`src/rtl/dat_rx_pkg.sv`:
```
`default_nettype none
// ============================================================================
// Module   : dat_rx_pkg
// Purpose  : Shared state encoding, CRC16 polynomial and counter sizing for
//            the wide SD DAT receiver.
// Revision : 1.0
// ============================================================================
package dat_rx_pkg;

    localparam logic [2:0] c_st_idle       = 3'd0;
    localparam logic [2:0] c_st_wait_start = 3'd1;
    localparam logic [2:0] c_st_receive    = 3'd2;
    localparam logic [2:0] c_st_crc        = 3'd3;
    localparam logic [2:0] c_st_end_bit    = 3'd4;
    localparam logic [2:0] c_st_done       = 3'd5;

    localparam logic [15:0] c_crc16_poly = 16'h1021;

    // Width needed to count every payload bit of one block on a single lane.
    function automatic int bit_cnt_w(input int block_bytes);
        return $clog2(block_bytes * 8);
    endfunction

endpackage
`default_nettype wire

```
`src/rtl/crc16_lane.sv`:
```
`default_nettype none
// ============================================================================
// Module   : crc16_lane
// Purpose  : Serial CRC16 (x^16+x^12+x^5+1, init 0) for one DAT lane.
// Revision : 1.0
// ============================================================================
module crc16_lane
    import dat_rx_pkg::*;
(
    input  logic        clk,
    input  logic        rst,
    input  logic        i_clear,
    input  logic        i_enable,
    input  logic        i_bit,
    output logic [15:0] o_crc
);

    logic [15:0] crc_q;
    logic [15:0] crc_d;
    logic        w_fb;

    always_comb begin
        w_fb  = i_bit ^ crc_q[15];
        crc_d = crc_q;
        if (i_clear) begin
            crc_d = 16'h0000;
        end else if (i_enable) begin
            crc_d = {crc_q[14:0], 1'b0} ^ (w_fb ? c_crc16_poly : 16'h0000);
        end
    end

    always_ff @(posedge clk or posedge rst) begin
        if (rst) begin
            crc_q <= 16'h0000;
        end else begin
            crc_q <= crc_d;
        end
    end

    assign o_crc = crc_q;

endmodule
`default_nettype wire

```
`src/rtl/dat_phys_rx_wide.sv`:
```
`default_nettype none
// ============================================================================
// Module   : dat_phys_rx_wide
// Purpose  : SD DAT receiver on 1 or 4 lanes: start detect, 32-bit word
//            assembly, end-bit check. Optional CRC16 check: DAT_RX_CRC16_EN.
// Revision : 1.0
// ============================================================================
module dat_phys_rx_wide
    import dat_rx_pkg::*;
#(
    parameter int LANES       = 4,
    parameter int BLOCK_BYTES = 512,
    parameter int BLK_CNT_W   = 4,
    parameter int TO_W        = 16
) (
    input  logic                 sd_clock,
    input  logic                 reset,
    input  logic                 strobe_in,
    input  logic                 ack_in,
    input  logic                 wide_bus,
    input  logic                 multiple,
    input  logic [BLK_CNT_W-1:0] blocks,
    input  logic [TO_W-1:0]      TIMEOUT_REG,
    input  logic [LANES-1:0]     dat_in,
    output logic [31:0]          fifo_data,
    output logic                 fifo_wr,
    output logic                 busy,
    output logic                 complete,
    output logic                 timeout_err,
    output logic                 endbit_err,
    output logic                 crc_err,
    output logic [BLK_CNT_W-1:0] blocks_done
);

    localparam int CNT_W = bit_cnt_w(BLOCK_BYTES);
    localparam logic [CNT_W-1:0] c_last_w1 = CNT_W'(BLOCK_BYTES * 8 - 1);
    localparam logic [CNT_W-1:0] c_last_w4 = CNT_W'(BLOCK_BYTES * 2 - 1);

    logic [2:0]           state_q, state_d;
    logic                 wide_q, wide_d;
    logic                 mult_q, mult_d;
    logic [BLK_CNT_W-1:0] blk_tgt_q, blk_tgt_d;
    logic [BLK_CNT_W-1:0] blocks_done_q, blocks_done_d;
    logic [TO_W-1:0]      to_cnt_q, to_cnt_d;
    logic [CNT_W-1:0]     bit_cnt_q, bit_cnt_d;
    logic [3:0]           crc_cnt_q, crc_cnt_d;
    logic [31:0]          word_q, word_d;
    logic [31:0]          fifo_data_q, fifo_data_d;
    logic                 fifo_wr_q, fifo_wr_d;
    logic                 timeout_err_q, timeout_err_d;
    logic                 endbit_err_q, endbit_err_d;

    logic [3:0]           w_lanes;
    logic                 w_wide_ok;
    logic                 w_start;
    logic                 w_end_bad;
    logic                 w_word_end;
    logic                 w_blk_end;
    logic [BLK_CNT_W-1:0] w_done_inc;
    logic                 w_more;

    // Unused upper lanes of a narrow build read as idle-high.
    generate
        if (LANES == 4) begin : g_wide
            assign w_lanes   = 4'(dat_in);
            assign w_wide_ok = wide_bus;
        end else begin : g_narrow
            assign w_lanes   = {3'b111, dat_in[0]};
            assign w_wide_ok = 1'b0;
        end
    endgenerate

    assign w_start    = wide_q ? (w_lanes == 4'h0) : ~w_lanes[0];
    assign w_end_bad  = wide_q ? (w_lanes != 4'hF) : ~w_lanes[0];
    assign w_word_end = wide_q ? (bit_cnt_q[2:0] == 3'b111) : (bit_cnt_q[4:0] == 5'h1F);
    assign w_blk_end  = (bit_cnt_q == (wide_q ? c_last_w4 : c_last_w1));
    assign w_done_inc = blocks_done_q + BLK_CNT_W'(1);
    assign w_more     = mult_q && (w_done_inc < blk_tgt_q);

    always_ff @(posedge sd_clock or posedge reset) begin
        if (reset) begin
            state_q       <= c_st_idle;
            wide_q        <= 1'b0;
            mult_q        <= 1'b0;
            blk_tgt_q     <= '0;
            blocks_done_q <= '0;
            to_cnt_q      <= '0;
            bit_cnt_q     <= '0;
            crc_cnt_q     <= 4'h0;
            word_q        <= 32'h0;
            fifo_data_q   <= 32'h0;
            fifo_wr_q     <= 1'b0;
            timeout_err_q <= 1'b0;
            endbit_err_q  <= 1'b0;
        end else begin
            state_q       <= state_d;
            wide_q        <= wide_d;
            mult_q        <= mult_d;
            blk_tgt_q     <= blk_tgt_d;
            blocks_done_q <= blocks_done_d;
            to_cnt_q      <= to_cnt_d;
            bit_cnt_q     <= bit_cnt_d;
            crc_cnt_q     <= crc_cnt_d;
            word_q        <= word_d;
            fifo_data_q   <= fifo_data_d;
            fifo_wr_q     <= fifo_wr_d;
            timeout_err_q <= timeout_err_d;
            endbit_err_q  <= endbit_err_d;
        end
    end

    always_comb begin
        state_d = state_q;
        case (state_q)
            c_st_idle:       if (strobe_in) state_d = c_st_wait_start;
            c_st_wait_start: begin
                if (w_start)                        state_d = c_st_receive;
                else if (to_cnt_q == TIMEOUT_REG)   state_d = c_st_done;
            end
            c_st_receive:    if (w_blk_end) state_d = c_st_crc;
            c_st_crc:        if (crc_cnt_q == 4'hF) state_d = c_st_end_bit;
            c_st_end_bit:    state_d = w_more ? c_st_wait_start : c_st_done;
            c_st_done:       if (ack_in) state_d = c_st_idle;
            default:         state_d = c_st_idle;
        endcase
    end

    always_comb begin
        wide_d        = wide_q;
        mult_d        = mult_q;
        blk_tgt_d     = blk_tgt_q;
        blocks_done_d = blocks_done_q;
        to_cnt_d      = to_cnt_q;
        bit_cnt_d     = bit_cnt_q;
        crc_cnt_d     = crc_cnt_q;
        word_d        = word_q;
        fifo_data_d   = fifo_data_q;
        fifo_wr_d     = 1'b0;
        timeout_err_d = timeout_err_q;
        endbit_err_d  = endbit_err_q;
        case (state_q)
            c_st_idle: begin
                if (strobe_in) begin
                    wide_d        = w_wide_ok;
                    mult_d        = multiple;
                    blk_tgt_d     = (blocks == '0) ? BLK_CNT_W'(1) : blocks;
                    blocks_done_d = '0;
                    to_cnt_d      = '0;
                    timeout_err_d = 1'b0;
                    endbit_err_d  = 1'b0;
                end
            end
            c_st_wait_start: begin
                bit_cnt_d = '0;
                crc_cnt_d = 4'h0;
                if (!w_start) begin
                    to_cnt_d = to_cnt_q + TO_W'(1);
                    if (to_cnt_q == TIMEOUT_REG) timeout_err_d = 1'b1;
                end
            end
            c_st_receive: begin
                word_d    = wide_q ? {word_q[27:0], w_lanes} : {word_q[30:0], w_lanes[0]};
                bit_cnt_d = bit_cnt_q + CNT_W'(1);
                if (w_word_end) begin
                    fifo_data_d = word_d;
                    fifo_wr_d   = 1'b1;
                end
            end
            c_st_crc: begin
                crc_cnt_d = crc_cnt_q + 4'h1;
            end
            c_st_end_bit: begin
                if (w_end_bad) endbit_err_d = 1'b1;
                blocks_done_d = w_done_inc;
                to_cnt_d      = '0;
            end
            default: ;
        endcase
    end

    always_comb begin
        busy     = (state_q != c_st_idle);
        complete = (state_q == c_st_done);
    end

    assign fifo_data   = fifo_data_q;
    assign fifo_wr     = fifo_wr_q;
    assign timeout_err = timeout_err_q;
    assign endbit_err  = endbit_err_q;
    assign blocks_done = blocks_done_q;

`ifdef DAT_RX_CRC16_EN
    logic [15:0]      w_crc [LANES];
    logic [LANES-1:0] w_lane_act;
    logic [LANES-1:0] w_mis;
    logic             crc_bad_q, crc_bad_d;
    logic             crc_err_q, crc_err_d;

    generate
        for (genvar l = 0; l < LANES; l++) begin : g_crc
            assign w_lane_act[l] = (l == 0) ? 1'b1 : wide_q;
            crc16_lane u_crc (
                .clk      (sd_clock),
                .rst      (reset),
                .i_clear  (state_q == c_st_wait_start),
                .i_enable ((state_q == c_st_receive) && w_lane_act[l]),
                .i_bit    (w_lanes[l]),
                .o_crc    (w_crc[l])
            );
            // Received CRC arrives MSB first, one bit per CRC cycle.
            assign w_mis[l] = w_lane_act[l] && (w_lanes[l] != w_crc[l][4'hF - crc_cnt_q]);
        end
    endgenerate

    always_comb begin
        crc_bad_d = crc_bad_q;
        crc_err_d = crc_err_q;
        if (state_q == c_st_wait_start)                  crc_bad_d = 1'b0;
        else if (state_q == c_st_crc)                    crc_bad_d = crc_bad_q | (|w_mis);
        if ((state_q == c_st_idle) && strobe_in)         crc_err_d = 1'b0;
        else if (state_q == c_st_end_bit)                crc_err_d = crc_err_q | crc_bad_q;
    end

    always_ff @(posedge sd_clock or posedge reset) begin
        if (reset) begin
            crc_bad_q <= 1'b0;
            crc_err_q <= 1'b0;
        end else begin
            crc_bad_q <= crc_bad_d;
            crc_err_q <= crc_err_d;
        end
    end

    assign crc_err = crc_err_q;
`else
    assign crc_err = 1'b0;
`endif

endmodule
`default_nettype wire

```
`config.mk`:
```
export PLATFORM = sky130hd
export DESIGN_NAME = dat_phys_rx_wide
export DESIGN_NICKNAME = d
export VERILOG_FILES = /design/src/rtl/dat_rx_pkg.sv /design/src/rtl/crc16_lane.sv /design/src/rtl/dat_phys_rx_wide.sv
export SDC_FILE = /design/constraint.sdc
export NUM_CORES = 1
export LEC_CHECK = 0
export ABC_AREA = 1
export CORE_MARGIN = 3
export CORE_UTILIZATION = 26
export DETAILED_ROUTE_END_ITERATION = 8
export GPL_TIMING_DRIVEN = 0
export HOLD_SLACK_MARGIN = 0.03
export PLACE_DENSITY = 0.45
export SYNTH_ARGS = -nofsm -noshare
export SYNTH_HDL_FRONTEND = slang
export SYNTH_SLANG_ARGS = --single-unit
```
`constraint.sdc`:
```
create_clock -name sd_clock -period 4.2 [get_ports sd_clock]
set_input_delay 0.84 -clock sd_clock [delete_from_list [all_inputs] [get_ports sd_clock]]
set_output_delay 0.84 -clock sd_clock [all_outputs]
set_load 0.01 [all_outputs]
```
==> results of run 1 <==
layout make-up:
class	count	area, um^2
multi-input cells	528	2450
plain buffers	26	150
clock buffers	10	229
well taps	275	344
fillers	2303	14200
repair buffers	71	728
inverters	98	375
clock inverters	6	73.8
flip-flops and latches	111	2780
Yosys cell counts:
cell type  number
o21ai_2         8
a21oi_1         7
ha_1            9
xnor2_1         1
a22o_1          4
nor2_4          1
nand4_1        18
dfrtp_1       111
nand3_2         3
o22ai_1         1
buf_6           3
or2_2           2
nand2_2         1
o21ai_0        79
nand2_1       294
nor2_1         36
buf_2           6
o21a_1          1
xor2_1          3
inv_1          89
nand3_1        24
inv_2           7
clkinv_1        1
buf_4           6
nor2_2          4
nand3b_1        1
o21bai_1        1
inv_4           1
nor2_8          1
a31oi_1         4
o21ai_1        12
buf_1           1
or2_4           1
conb_1          1
clkbuf_1       10
nor3_1         10
nor3_2          1
metrics by stage:
| stage | worst slack, ns | power (mW) | hold slack [ns] | utilization, % |
|---|---|---|---|---|
| floorplan | 0.429 | 1.47 | 0.442 | - |
| global placement | -1.72 | 1.70 | 0.460 | 31.8 |
| detailed placement | 1.75 | 1.70 | 0.465 | 31.9 |
| CTS | 1.35 | 2.63 | 0.484 | 33.4 |
| global route | 1.31 | 2.72 | 0.499 | 33.4 |
| finish | 1.46 | 2.57 | 0.479 | 33.4 |
cell families (layout without fill, tap and decap cells):
logic type,after synthesis,in the layout,share of synthesized area (%)
buffers and inverters,124,211,9.06
DFF,111,111,48.4
and+or+nand+nor,397,397,28.8
xor gates and xnor gates,4,4,0.610
adders and majority gates,9,9,1.96
AOI/OAI and AO/OA,117,117,11.2
other,1,1,0.0653
power by group through the flow:
stage                     registers (mW)  logic, mW  clock network, mW
after floorplan                     1.27      0.196                  0
after global placement              1.26      0.437                  0
after global routing                1.25      0.498              0.972
after detailed placement            1.26      0.441                  0
final                               1.24      0.435              0.899
after CTS                           1.24      0.445              0.942
registers in the layout, summed over array words and instances, names as in the netlist:
register / flops
blk_tgt_q: 4
blocks_done: 4
endbit_err: 1
timeout_err: 1
crc_cnt_q: 4
to_cnt_q: 16
mult_q: 1
bit_cnt_q: 12
word_q: 31
fifo_data: 32
fifo_wr: 1
wide_q: 1
state_q: 3
path summary, 6_finish.rpt:
check	endpoint	slack, ns	cells after the start
setup / recovery	complete	1.46	3
hold / removal	mult_q	0.48	2
setup reg to reg	fifo_data[5]	2.15	11
hold reg to reg	mult_q	0.48	2
max in group asynchronous	to_cnt_q[10]	2.62	3
min in group asynchronous	fifo_data[0]	0.90	2
worst max-delay path, cell delays in order, from the launching register on:
cell and delay, ns:
dfrtp_1 0.42, inv_1 0.11, nor3_1 0.39, clkdlybuf4s50_1 0.63
per-layer routing:
layer | vias to the layer above | routed length, um
met3 | 10 | 631
met4 | 0 | 147
met2 | 77 | 6440
met1 | 2278 | 7690
li1 | 2576 | -
met5 | - | 0
==> results.yml, run 1 <==
outcome:
  run_status: "completed"
cts:
  cts_hold_buf: 0
  cts_setup_buffers: 0
  cts.sinks: 111
  clockBufferDepth: 2
  cts_htree_levels: 3
  clk_pin_slew_ns: 0.07
  postCtsResizedCells: 0
  clock_latency_ns: 0.36
  cts-root-buf: "clkbuf_16"
  cts_tree: "yes"
  cts_buffers: 9
timing:
  max_slew_margin_pct: 64.3
  finalHoldViolCount: 0
  drv_slew: 0
  worst_slew_pin_slew_ns: 0.536
  setup_viol: 0
  setup_tns_ns: 0
  worst_clock_skew_ns: 0.0103
  rsz0062_at_grt: "false"
  period_minus_slack_ns: 2.74
  fmax_ghz: 0.365
  timing.final.crit_share_pct: 65.2
floorplanning:
  ios: 72
  rows: 53
  die_y_um: 155
  dieWidth_um: 155
  start_util_pct: 26.9
  die-area_um2: 23900
  coreArea_um2: 21400
power_and_ir_drop:
  p_per_area_nw_per_um2: 361
  seq_power_share_pct: 48.1
  switching_share_pct: 27.9
  clkPwrFrac_pct: 35.0
  p_switching_mw: 0.717
  p_leak_nw: 3.48
  peakVddDrop_mv: 0.181
  combinationalPowerShare_pct: 16.9
  p_int_mw: 1.86
place:
  place_area_um2: 6820
  dpl.hpwl_mm: 10.7
  port_buffers: 70
  gp_congestion: 0.776
  dp.cells: 1109
global_routing:
  grt_max_degree: 59
  grt_util_all_layers_pct: 12.9
  grt_first_pass_wirelength_mm: 25.2
  gr-total-overflow: 0
  grtUsageMet2_pct: 20.1
  busiest_layer: "met2"
  use_met1_pct: 18.4
  antenna_found_initial: 0
  use_met3_pct: 2.77
  grt_pass1_vias: 4913
synthesis:
  synth-seq-cells: 111
  synth.area.top_cells: "dfrtp_1, nand2_1, o21ai_0"
  syn-num-nets: 802
  avgSynthCellArea_um2: 7.53
  netlist_instances: 763
  synth_area_leader_cell: "dfrtp_1"
  yosys.cell_types.count: 37
  syn-cell-area_um2: 5740
  netlist.area_leader.share_pct: 48.4
  ys_warn_count: 0
  seq_area_frac_synth_pct: 48.4
layout:
  design_area_um2: 7120
  layout_common_cells: "nand2_1, dfrtp_1, inv_1"
  n_antenna_cell: 0
  nets: 884
  final_common_cell: "nand2_1"
  drive_gt1_share_pct: 7.29
  finalNonFillerCells: 1125
  area_growth_syn_to_layout_pct: 24.0
run:
  timing.max_cap.violations: 0
route:
  wl_per_cell_um: 13.3
  via_count: 4941
  post-route-drc-count: 0
  dr.pass1.iters: 5
  drt_wl_total_mm: 14.9
  antenna_left: 0
  vias_per_cell: 4.39
  drt_iter0_drc: 222
critical_path:
  cp-startpoint: "state_q[2]"
  cp_data_required_time_ns: 3.36
  cp-start-kind: "register"
  worst_ep_arrival_time_ns: 1.90
  end_kind: "primary output"
  r2r_start: "bit_cnt_q[0]"
  path_class: "reg -> out"
  critical_path.max_fanout: 3
min_path:
  min_from: "mult_q"
  hold_class: "reg -> reg"
Note: power is estimated with default switching activity, not from simulation.
==> inputs of run 2 (changes only) <==
Settings changed: PLACE_DENSITY 0.45 to 0.46.
Clock period 4.2 ns to 2.49 ns, I/O delays scaled along.
==> results.yml, run 2 (synthesis gave the netlist of run 1 again) <==
timing:
  max_slew_margin_pct: 50.2
  worst_clock_skew_ns: 0.0174
  setup_tns_ns: 0
  worst_slew_pin_slew_ns: 0.746
  fmax_ghz: 0.433
  drv_slew: 0
  timing.final.crit_share_pct: 92.7
  setup_viol: 0
  rsz0062_at_grt: "false"
  period_minus_slack_ns: 2.31
  worst_slack_ns: 0.182
  finalHoldViolCount: 0
global_routing:
  antenna_found_initial: 0
  gr-total-overflow: 0
  grt_util_all_layers_pct: 12.9
  grt_max_degree: 31
  grt_pass1_vias: 4854
  grt_first_pass_wirelength_mm: 25.0
min_path:
  holdPathStages: 2
  min_from: "mult_q"
  hold_class: "reg -> reg"
  whs_endpoint: "mult_q"
floorplanning:
  die_y_um: 155
  coreArea_um2: 21400
  die-area_um2: 23900
  start_util_pct: 26.9
  dieWidth_um: 155
  rows: 53
  ios: 72
cts:
  cts_buffers: 9
  cts-root-buf: "clkbuf_16"
  cts_htree_levels: 3
  cts_tree: "yes"
  clockBufferDepth: 2
  clk_pin_slew_ns: 0.08
  clock_latency_ns: 0.37
  cts.sinks: 111
power_and_ir_drop:
  clkPwrFrac_pct: 35.4
  seq_power_share_pct: 47.8
  combinationalPowerShare_pct: 16.8
  switching_share_pct: 29.7
  p_switching_mw: 1.30
  peakVddDrop_mv: 0.344
  p_leak_nw: 3.50
  p_per_area_nw_per_um2: 609
  p_int_mw: 3.07
critical_path:
  rrSetupSlack_ns: 0.47
  cp_data_required_time_ns: 1.99
  r2r_start: "bit_cnt_q[0]"
  path_class: "reg -> out"
  rr_worst_depth: 11
  cp-start-kind: "register"
  worst_ep_arrival_time_ns: 1.81
  end_kind: "primary output"
  critical_path.max_fanout: 5
  timing.rr.end: "fifo_data[5]"
place:
  gp_congestion: 0.767
  dpl.hpwl_mm: 10.9
  dpl_worst_slack_ns: 0.385
  port_buffers: 70
layout:
  layout_common_cells: "nand2_1, dfrtp_1, inv_1"
  fin_util_pct: 33.6
  final_common_cell: "nand2_1"
  area_growth_syn_to_layout_pct: 24.9
  nets: 886
  drive_gt1_share_pct: 7.75
  largest_reg_flops: 32
  nFillCells: 2291
  n_antenna_cell: 0
route:
  via_count: 4928
  antenna_left: 0
  drt_wl_total_mm: 14.8
  drt_iter0_drc: 218
  vias_per_cell: 4.37
  post-route-drc-count: 0
  dr.pass1.iters: 4
  wl_per_cell_um: 13.1
run:
  timing.max_cap.violations: 0
outcome:
  run_status: "completed"
==> run 2: changes by cell type in the layout (fill, tap and decap cells not counted) <==
cell	change
buf_12	+3
buf_16	-1
bufinv_16	-1
clkbuf_1	-1
clkinv_4	-2
clkinv_8	+3
clkinvlp_4	+1
inv_12	+1
inv_6	-2
inv_8	+1
nor3_1	-1
nor3_2	+1
==> run 2: critical path, stage by stage (launching register included) <==
cell             delay (ns)
dfrtp_1                0.49
or2_4                  0.33
nor2_4                 0.11
inv_2                  0.05
clkdlybuf4s50_1        0.48
==> run 2: per-stage QoR <==
step	hold WS (ns)	area [um^2]	std cells	total power [mW]
after floorplan	0.442	5750	763	2.48
after detailed placement	0.461	6850	1111	2.87
after global routing	0.504	7180	1127	4.62
after global placement	0.458	6790	1108	2.86
final	0.481	7180	1127	4.37
after CTS	0.481	7180	1127	4.46
==> run 2: metal layers <==
metal	vias up	share of wire [%]	GRT usage (%)
met1	2270	52	18.9
li1	2579	-	-
met3	12	3.4	2.41
met2	67	43	19.4
met5	-	0	0
met4	0	1.1	3.41
==> run 2: worst max path at each step <==
stage                     from      endpoint
global route        state_q[1]          busy
CTS                 state_q[2]      complete
floorplan                reset  bit_cnt_q[0]
detailed placement  state_q[2]      complete
finish              state_q[1]          busy
global placement         reset  to_cnt_q[15]
==> run 2: power groups by stage <==
stage / combinational (mW) / sequential [mW] / clock (mW)
floorplan: 0.331 / 2.15 / 0
global placement: 0.736 / 2.13 / 0
detailed placement: 0.746 / 2.12 / 0
CTS: 0.752 / 2.09 / 1.61
global route: 0.840 / 2.12 / 1.66
finish: 0.734 / 2.09 / 1.55
==> run 2: repair_timing <==
action,4_1_cts,5_1_grt
hold buffers,0,0
buffers inserted,0,0
resized for setup,1,0
endpoints found under the setup margin,1,0
==> run 2: area by class of cell <==
| type | count | area [um^2] | share of cell area [%] |
|---|---|---|---|
| clock inverters | 7 | 93.8 | 1.31 |
| clock buffers | 9 | 225 | 3.14 |
| multi-input cells | 528 | 2450 | 34.2 |
| well taps | 275 | 344 | 4.79 |
| flip-flops and latches | 111 | 2780 | 38.7 |
| plain buffers | 26 | 150 | 2.09 |
| inverters | 98 | 374 | 5.21 |
| repair buffers | 73 | 761 | 10.6 |
==> inputs of run 3 (changes only) <==
Settings changed: CORE_MARGIN 3 to 2, CTS_CLUSTER_SIZE set to 40.
==> results.yml, run 3 (synthesis gave the netlist of run 1 again) <==
outcome:
  run_status: "completed"
layout:
  n_antenna_cell: 0
  layout_common_cells: "nand2_1, dfrtp_1, inv_1"
  drive_gt1_share_pct: 7.75
  fin_util_pct: 33.1
  nets: 886
  area_growth_syn_to_layout_pct: 25.3
  nFillCells: 2360
  finalNonFillerCells: 1132
  largest_reg_flops: 32
  final_common_cell: "nand2_1"
global_routing:
  gr-total-overflow: 0
  grt_util_all_layers_pct: 12.9
  grt_pass1_vias: 4925
  grt_max_degree: 35
  grt_first_pass_wirelength_mm: 24.8
  antenna_found_initial: 0
cts:
  cts_setup_buffers: 0
  cts_hold_buf: 0
  cts_tree: "yes"
  postCtsResizedCells: 0
  clock_latency_ns: 0.37
  cts-root-buf: "clkbuf_16"
  cts_htree_levels: 3
  cts_buffers: 9
  clk_pin_slew_ns: 0.09
  clockBufferDepth: 2
  cts.sinks: 111
critical_path:
  path_class: "reg -> out"
  critical_path.max_fanout: 5
  cp_data_required_time_ns: 1.99
  end_kind: "primary output"
  cp-start-kind: "register"
  worst_ep_arrival_time_ns: 1.83
route:
  drt_wl_total_mm: 14.6
  wl_per_cell_um: 12.9
  drt_iter0_drc: 248
  post-route-drc-count: 0
  antenna_left: 0
  via_count: 4944
  dr.pass1.iters: 4
  vias_per_cell: 4.37
timing:
  worst_clock_skew_ns: 0.0196
  drv_slew: 0
  max_slew_margin_pct: 56.2
  finalHoldViolCount: 0
  setup_tns_ns: 0
  setup_viol: 0
  timing.final.crit_share_pct: 93.4
  rsz0062_at_grt: "false"
  period_minus_slack_ns: 2.33
  worst_slew_pin_slew_ns: 0.655
  hold_ws_ns: 0.485
  fmax_ghz: 0.430
power_and_ir_drop:
  p_switching_mw: 1.32
  p_int_mw: 3.09
  p_leak_nw: 3.50
  combinationalPowerShare_pct: 16.7
  switching_share_pct: 30.0
  clkPwrFrac_pct: 35.9
  peakVddDrop_mv: 0.385
  seq_power_share_pct: 47.4
  p_per_area_nw_per_um2: 613
floorplanning:
  ios: 72
  die-area_um2: 23300
  coreArea_um2: 21800
  die_y_um: 153
  rows: 54
  dieWidth_um: 153
  start_util_pct: 26.4
min_path:
  hold_class: "reg -> reg"
run:
  timing.max_cap.violations: 0
place:
  dpl.hpwl_mm: 10.9
  port_buffers: 70
  dp.cells: 1116
  gp_congestion: 0.777
[run 3: routing by layer]
layer / track usage (%) / up-vias / share of wire [%]
met5: 0 / - / 0
met4: 3.17 / 0 / 0.92
met3: 2.19 / 8 / 3.0
met2: 19.5 / 69 / 43
met1: 19.2 / 2286 / 53
li1: - / 2581 / -
[run 3: critical path: stages, from the launching register on]
cell and delay [ns]:
dfrtp_1 0.50, or2_4 0.33, nor2_4 0.11, inv_2 0.05
clkdlybuf4s50_1 0.48
[run 3: layout make-up]
type                    count  area, um^2  area share, %
inverters                  98         374           5.20
repair buffers             73         768           10.7
flip-flops and latches    111        2780           38.6
clock buffers               9         225           3.13
well taps                 280         350           4.87
multi-input cells         528        2450           34.1
plain buffers              26         150           2.09
clock inverters             7        98.8           1.37
[run 3: path summary, 6_finish.rpt]
| check | startpoint | endpoint | slack (ns) | cells past startpoint |
|---|---|---|---|---|
| worst min register to register | blk_tgt_q[0] | blk_tgt_q[0] | 0.49 | 2 |
| worst max-delay path | state_q[1] | busy | 0.16 | 4 |
| worst max register to register | bit_cnt_q[0] | fifo_data[6] | 0.49 | 11 |
| worst min-delay path | blk_tgt_q[0] | blk_tgt_q[0] | 0.49 | 2 |
| min in group asynchronous | reset | fifo_data[21] | 0.56 | 2 |
| max in group asynchronous | reset | bit_cnt_q[4] | 1.14 | 4 |
[run 3: power by group through the flow]
stage               logic [mW]  clock network, mW  registers (mW)
global route             0.838               1.71            2.12
finish                   0.737               1.58            2.09
floorplan                0.331                  0            2.15
detailed placement       0.747                  0            2.12
CTS                      0.753               1.63            2.09
global placement         0.734                  0            2.13
[run 3: stage by stage]
| stage | area, um^2 | setup WS [ns] | power [mW] |
|---|---|---|---|
| floorplan | 5750 | 0.649 | 2.48 |
| global placement | 6800 | -0.659 | 2.86 |
| detailed placement | 6870 | 0.380 | 2.87 |
| CTS | 7190 | 0.0726 | 4.48 |
| global route | 7200 | 0.0986 | 4.66 |
| finish | 7200 | 0.164 | 4.41 |
